$ cat src/rtl/alu_issue_ctrl.sv
// alu_issue_ctrl: valid/ready issue front-end and write-back for the 4-bit bitAlu.
// It holds a NREG x DW register file. A load writes it in the accept cycle.
// An ALU op registers its operands at accept and writes the result back one cycle later.
// Optional build macro: ALU_ISSUE_FLAGS_EN adds the res_zero and res_cnt outputs.
module alu_issue_ctrl #(
    parameter int unsigned DW   = 4,
    parameter int unsigned NREG = 4,
    localparam int unsigned AW  = $clog2(NREG)
) (
    input  logic          clk,
    input  logic          rst_n,
    input  logic          in_valid,
    output logic          in_ready,
    input  logic          in_ld,
    input  logic [2:0]    in_op,
    input  logic [AW-1:0] in_rd,
    input  logic [AW-1:0] in_ra,
    input  logic [AW-1:0] in_rb,
    input  logic [DW-1:0] in_imm,
    output logic [DW-1:0] alu_a,
    output logic [DW-1:0] alu_b,
    output logic [2:0]    alu_sel,
    input  logic [DW-1:0] alu_res,
    output logic          res_valid,
    output logic [DW-1:0] res_data,
    output logic [AW-1:0] res_rd,
`ifdef ALU_ISSUE_FLAGS_EN
    output logic          res_zero,
    output logic [7:0]    res_cnt,
`endif
    input  logic [AW-1:0] dbg_addr,
    output logic [DW-1:0] dbg_data
);

    typedef enum logic {StIdle, StExec} state_e;

    state_e        r_state;
    state_e        w_state_d;
    logic          w_accept;
    logic          w_wr;
    logic [DW-1:0] w_wdata;
    logic [AW-1:0] w_wrd;

    logic [DW-1:0] r_rf [NREG];
    logic [DW-1:0] r_alu_a;
    logic [DW-1:0] r_alu_b;
    logic [2:0]    r_alu_sel;
    logic [AW-1:0] r_rd;
    logic          r_res_valid;
    logic [DW-1:0] r_res_data;
    logic [AW-1:0] r_res_rd;

    // State register; reset aborts any op in flight.
    always_ff @(posedge clk or negedge rst_n) begin
        if (!rst_n) begin
            r_state <= StIdle;
        end else begin
            r_state <= w_state_d;
        end
    end

    // Next state, ready decode and a single write-back port shared by loads and EXEC.
    always_comb begin
        w_state_d = r_state;
        in_ready  = 1'b0;
        w_accept  = 1'b0;
        w_wr      = 1'b0;
        w_wdata   = in_imm;
        w_wrd     = in_rd;
        unique case (r_state)
            StIdle: begin
                in_ready = 1'b1;
                w_accept = in_valid;
                if (in_valid) begin
                    if (in_ld) begin
                        w_wr = 1'b1;
                    end else begin
                        w_state_d = StExec;
                    end
                end
            end
            StExec: begin
                w_wr      = 1'b1;
                w_wdata   = alu_res;
                w_wrd     = r_rd;
                w_state_d = StIdle;
            end
            default: w_state_d = StIdle;
        endcase
    end

    // Datapath: register file, ALU operand registers and result outputs.
    always_ff @(posedge clk or negedge rst_n) begin
        if (!rst_n) begin
            for (int i = 0; i < NREG; i++) begin
                r_rf[i] <= '0;
            end
            r_alu_a     <= '0;
            r_alu_b     <= '0;
            r_alu_sel   <= 3'b000;
            r_rd        <= '0;
            r_res_valid <= 1'b0;
            r_res_data  <= '0;
            r_res_rd    <= '0;
        end else begin
            r_res_valid <= w_wr;
            if (w_wr) begin
                r_rf[w_wrd] <= w_wdata;
                r_res_data  <= w_wdata;
                r_res_rd    <= w_wrd;
            end
            // Sources read pre-edge contents, so ra == rd on the same op is safe.
            if (w_accept && !in_ld) begin
                r_alu_a   <= r_rf[in_ra];
                r_alu_b   <= r_rf[in_rb];
                r_alu_sel <= in_op;
                r_rd      <= in_rd;
            end
        end
    end

`ifdef ALU_ISSUE_FLAGS_EN
    logic       r_res_zero;
    logic [7:0] r_res_cnt;

    // Zero flag tracks res_data; counter wraps naturally at 8 bits.
    always_ff @(posedge clk or negedge rst_n) begin
        if (!rst_n) begin
            r_res_zero <= 1'b0;
            r_res_cnt  <= 8'd0;
        end else if (w_wr) begin
            r_res_zero <= (w_wdata == '0);
            r_res_cnt  <= r_res_cnt + 8'd1;
        end
    end

    assign res_zero = r_res_zero;
    assign res_cnt  = r_res_cnt;
`endif

    assign alu_a     = r_alu_a;
    assign alu_b     = r_alu_b;
    assign alu_sel   = r_alu_sel;
    assign res_valid = r_res_valid;
    assign res_data  = r_res_data;
    assign res_rd    = r_res_rd;
    assign dbg_data  = r_rf[dbg_addr];

endmodule

$ cat config.mk
export PLATFORM = sky130hd
export DESIGN_NAME = alu_issue_ctrl
export DESIGN_NICKNAME = d
export VERILOG_FILES = /design/src/rtl/alu_issue_ctrl.sv
export SDC_FILE = /design/constraint.sdc
export NUM_CORES = 1
export LEC_CHECK = 0
export CAP_MARGIN = 30
export CORE_MARGIN = 2
export CORE_UTILIZATION = 30
export CTS_BUF_LIST = sky130_fd_sc_hd__clkbuf_8 sky130_fd_sc_hd__clkbuf_16
export CTS_CLUSTER_DIAMETER = 120
export DETAILED_ROUTE_END_ITERATION = 16
export SLEW_MARGIN = 20
export SYNTH_ARGS = -nofsm -noshare
export SYNTH_HDL_FRONTEND = slang
export SYNTH_SLANG_ARGS = --single-unit
$ cat constraint.sdc
create_clock -name clk -period 1.6 [get_ports clk]
set_input_delay 0.32 -clock clk [delete_from_list [all_inputs] [get_ports clk]]
set_output_delay 0.32 -clock clk [all_outputs]
set_load 0.005 [all_outputs]
==> impl_summary.md, run 1 <==
Outcome
The flow ran to the end, but the final reports show violations. The final reports fail on setup timing.

STA
The transition time of the tightest slew-check pin is 311.8 ps. The relative slew slack is 0.7922. Setup repair after global routing could not meet its margin everywhere. The number of endpoints with negative hold slack in the final report is 0. The highest clock frequency the design can meet is 0.6200 GHz. The clock arrives with 9.510 ps of skew. Dividing the final minimum period by the clock period gives 1.008. Setup violations remaining at the end of the flow were counted as 3.

The smallest clock period supported by the final layout is computed as 1613 ps. The number of pins exceeding their max-slew limit in the final report is 0. After layout, the worst setup slack is -12.90 ps.

Drt
After detailed routing, the number of remaining DRC violations is 0. The length of the first detailed-routing pass in iterations is 4. The wire length per cell is 16.97 um.

The vias per cell is 4.687. The number of design-rule violations left by the first detailed-router iteration is 36. In this run the remaining antenna-violating nets after routing total 0. The wire length reported by the detailed router is 4667 um. Summing over every cut layer, the via total after detailed routing is between 1000 and 1500.

Synth
The count of different cell masters after synthesis is 23. The top-area cell type share of the netlist area is 0.4856. In this run, synthesis inferred 0 flip-flops with an integrated enable.

The xor and xnor area share after synthesis is 0. The cell area after technology mapping is 1907 sq um. The async set or reset register ratio after synthesis is 1.000. The library cell with the largest summed area after synthesis is dfrtp_1. In this run, synthesis produced a sequential element count of 37. The number of warnings printed during yosys synthesis is 0. The mean cell area of the mapped netlist is 16.87 sq um. The main combinational cell family by area after synthesis is multiplexers.

Of the total synthesized cell area, the portion taken by AND, OR, NAND and NOR gates is 0.06759. The synthesized netlist net count is 136. The portion of synthesized area spent on multiplexers is 0.3891. Ranked by total cell area, the synthesized netlist is headed by dfrtp_1, mux2_4, mux4_2. Of the total synthesized cell area, the portion taken by full adders, half adders and majority gates is 0. The synthesized instance count is ~110. The compound-cell area share of the yosys netlist is 0.03740. Among all flip-flop cells after synthesis, the most frequent one is dfrtp_1. The sequential element share of the synthesized area is 0.4856.

Clock tree
The clock passes through at most 2 buffers. Clock latency on the worst-skew pair, taken at its later pin, is 300 ps. Counting the buffers created by CTS gives 5.

In this run the number of H-tree levels came out at 2. The tree built by TritonCTS fans out to 37 sinks. TritonCTS built the clock tree. The cell sitting at the root of the clock tree is a clkbuf_8. After clock tree synthesis, the clock-pin slew on the worst setup and hold paths is approximately 80 ps.

Critical path
The critical path endpoint category is an output port. The data arrival time of the critical path is roughly 1300 ps. Of all nets on the critical path, the largest fanout is 2.

Data on the critical path is required at its endpoint by 1280 ps. For the worst flop-to-flop path, the logic depth is 6. The critical path is of the register to output port type.

STA classifies the critical path startpoint as a register.

Floorplanning
The number of cell rows is 29. The die footprint is 7010 sq um. After floorplanning, the core was sized to cover 6241 sq um.

The die extent in y is 83.73 um. The starting density of the core is 0.3055. The width of the die is 83.73 um. The boundary pin count is between 40 and 50.

Global routing
The via count of the first global-routing pass is 1458. For this run, the total global-route usage over all layers was measured as 0.1422. The first global-routing pass estimated 7665 um of wire. Entering global routing, the biggest net connects 38 pins. The number of antenna violations at the first check in global routing is 0. The remaining global-route overflow is 0.

Layout
Of the cells placed in the final design, the portion with a size suffix greater than 1 is 0.4899. The sequential cells in the finished layout cover a total of around 930 sq um. The number of fill cells in the layout is approximately 580. At the end of the flow the core is filled with cells to 0.4523. From synthesis to final layout, the design area changed by 48.03%.

The number of non-filler instances in the completed layout is 275. In the final design database the tool counted 220 nets. The repair_antennas step left the layout with diodes totalling 0. The multi-input combinational cells in the finished layout cover a total of roughly 940 sq um.

Pwr
For this design the ratio of total power to cell area is around 1400 nW/um^2. IR analysis of the VDD net gives a maximum drop of between 700 and 800 uV. The leakage power of the design is 1.240 nW.

Placement
The worst-case setup slack after placement is -619.4 ps. Routability-driven placement finished with a final weighted congestion of 0.8977. In this run, placement finished with an instance count of 260. The number of port buffers is 45.

Detailed placement finished with a half-perimeter wire length of 3488 um.

Worst hold path
The worst hold path class is primary input to asynchronous set/reset pin.

Job
Max-cap violations in this run came to 0.
## power breakdown
group	internal (W)	switching (W)
combinational	0.00110	0.000490
sequential	0.00124	0.000178
clock	0.000466	0.000353
## cell families (layout without fill, tap and decap cells)
family,after synthesis,count (layout)
compound gates,6,6
buf+inv,4,89
flops,37,37
mux,46,46
simple gates,20,20
## worst max-delay path, cell delays in order, from the launching register on
cell	delay [ps]
dfrtp_1	380
mux4_2	480
buf_2	140
## final timing paths
| path | start | endpoint | slack (ps) |
|---|---|---|---|
| max reg2reg | r_state$_DFF_PN0_ | alu_sel[0]$_DFFE_PN0P_ | 50 |
| max in group asynchronous | rst_n | r_state$_DFF_PN0_ | 880 |
| max | r_rf[0]$_DFFE_PN0P_ | dbg_data[0] | -10 |
| min reg2reg | alu_b[0]$_DFFE_PN0P_ | alu_b[0]$_DFFE_PN0P_ | 510 |
| min in group clk | alu_b[0]$_DFFE_PN0P_ | alu_b[0]$_DFFE_PN0P_ | 510 |
| min | rst_n | alu_a[1]$_DFFE_PN0P_ | 510 |
## cell type report
cell class	count	area share
clock inverter	3	0.01640
clock buffer	5	0.02438
multi-input combinational	72	0.3338
timing repair buffer	79	0.2602
sequential	37	0.3285
inverter	2	0.002660
tap	77	0.03413
## cells in the mapped netlist (2+ instances only)
cell type  count
dfrtp_1       37
mux2_2        11
mux2_4        21
a21oi_1        2
nor2_1        14
mux4_2         9
mux4_1         3
## layout by cell type (no fill, tap or decap), types with 2 or more instances in the layout
| master | netlist | routed |
|---|---|---|
| buf_6 | 1 | 4 |
| mux2_2 | 11 | 11 |
| dlygate4sd2_1 | 0 | 5 |
| dfrtp_1 | 37 | 36 |
| mux4_2 | 9 | 9 |
| buf_4 | 0 | 26 |
| mux4_1 | 3 | 3 |
| clkbuf_8 | 0 | 5 |
| nor2_1 | 14 | 14 |
| buf_2 | 0 | 5 |
| buf_12 | 1 | 2 |
| a21oi_1 | 2 | 2 |
| clkdlybuf4s50_1 | 0 | 34 |
| mux2_4 | 21 | 21 |
## flip-flops by register name, summed over array words and instances (netlist names)
register and cells:
alu_a 4, alu_b 4, alu_sel 3, r_rd 2, r_rf 16, r_state 1, res_data 4, res_rd 2
res_valid 1
## metrics by stage
| stage | hold WS (ps) | TNS (ps) | power, W | cell area [sq um] |
|---|---|---|---|---|
| final | 506.7 | -20.23 | 0.003829 | 2823 |
| after global routing | 535.2 | -190.5 | 0.004039 | 2823 |
| after global placement | 294.1 | -8911 | 0.002959 | 2645 |
| after detailed placement | 299.1 | -10260 | 0.003034 | 2645 |
| after CTS | 513.0 | -58.03 | 0.003860 | 2775 |
| after floorplan | 24.41 | 0 | 0.002128 | 1907 |
## routing by layer
metal  vias to the layer above  GRT usage  wire, um
li1                        594          -         -
met1                       651     0.1787      2057
met2                        39     0.2422      2359
met3                         5    0.04055       218
met4                         0    0.03519        31
met5                         -          0         0
## timing repair
action | CTS | global route
pin swaps | 0 | 1
endpoints found under the hold margin | 37 | 0
gates cloned | 0 | 1
gates resized for setup | 26 | 2
hold buffers | 1 | 0
setup endpoints to repair | 11 | 13
setup buffers | 3 | 2
Note: power is estimated with default switching activity, not from simulation.
==> inputs of run 2 (changes only) <==
--- a/config.mk
+++ b/config.mk
@@ -11,6 +11,7 @@
 export CTS_BUF_LIST = sky130_fd_sc_hd__clkbuf_8 sky130_fd_sc_hd__clkbuf_16
 export CTS_CLUSTER_DIAMETER = 120
 export DETAILED_ROUTE_END_ITERATION = 16
+export GPL_ROUTABILITY_DRIVEN = 0
 export SLEW_MARGIN = 20
 export SYNTH_ARGS = -nofsm -noshare
 export SYNTH_HDL_FRONTEND = slang
==> results of run 2 <==
Same layout as run 1: the final DEF is identical, and so are final timing and power.
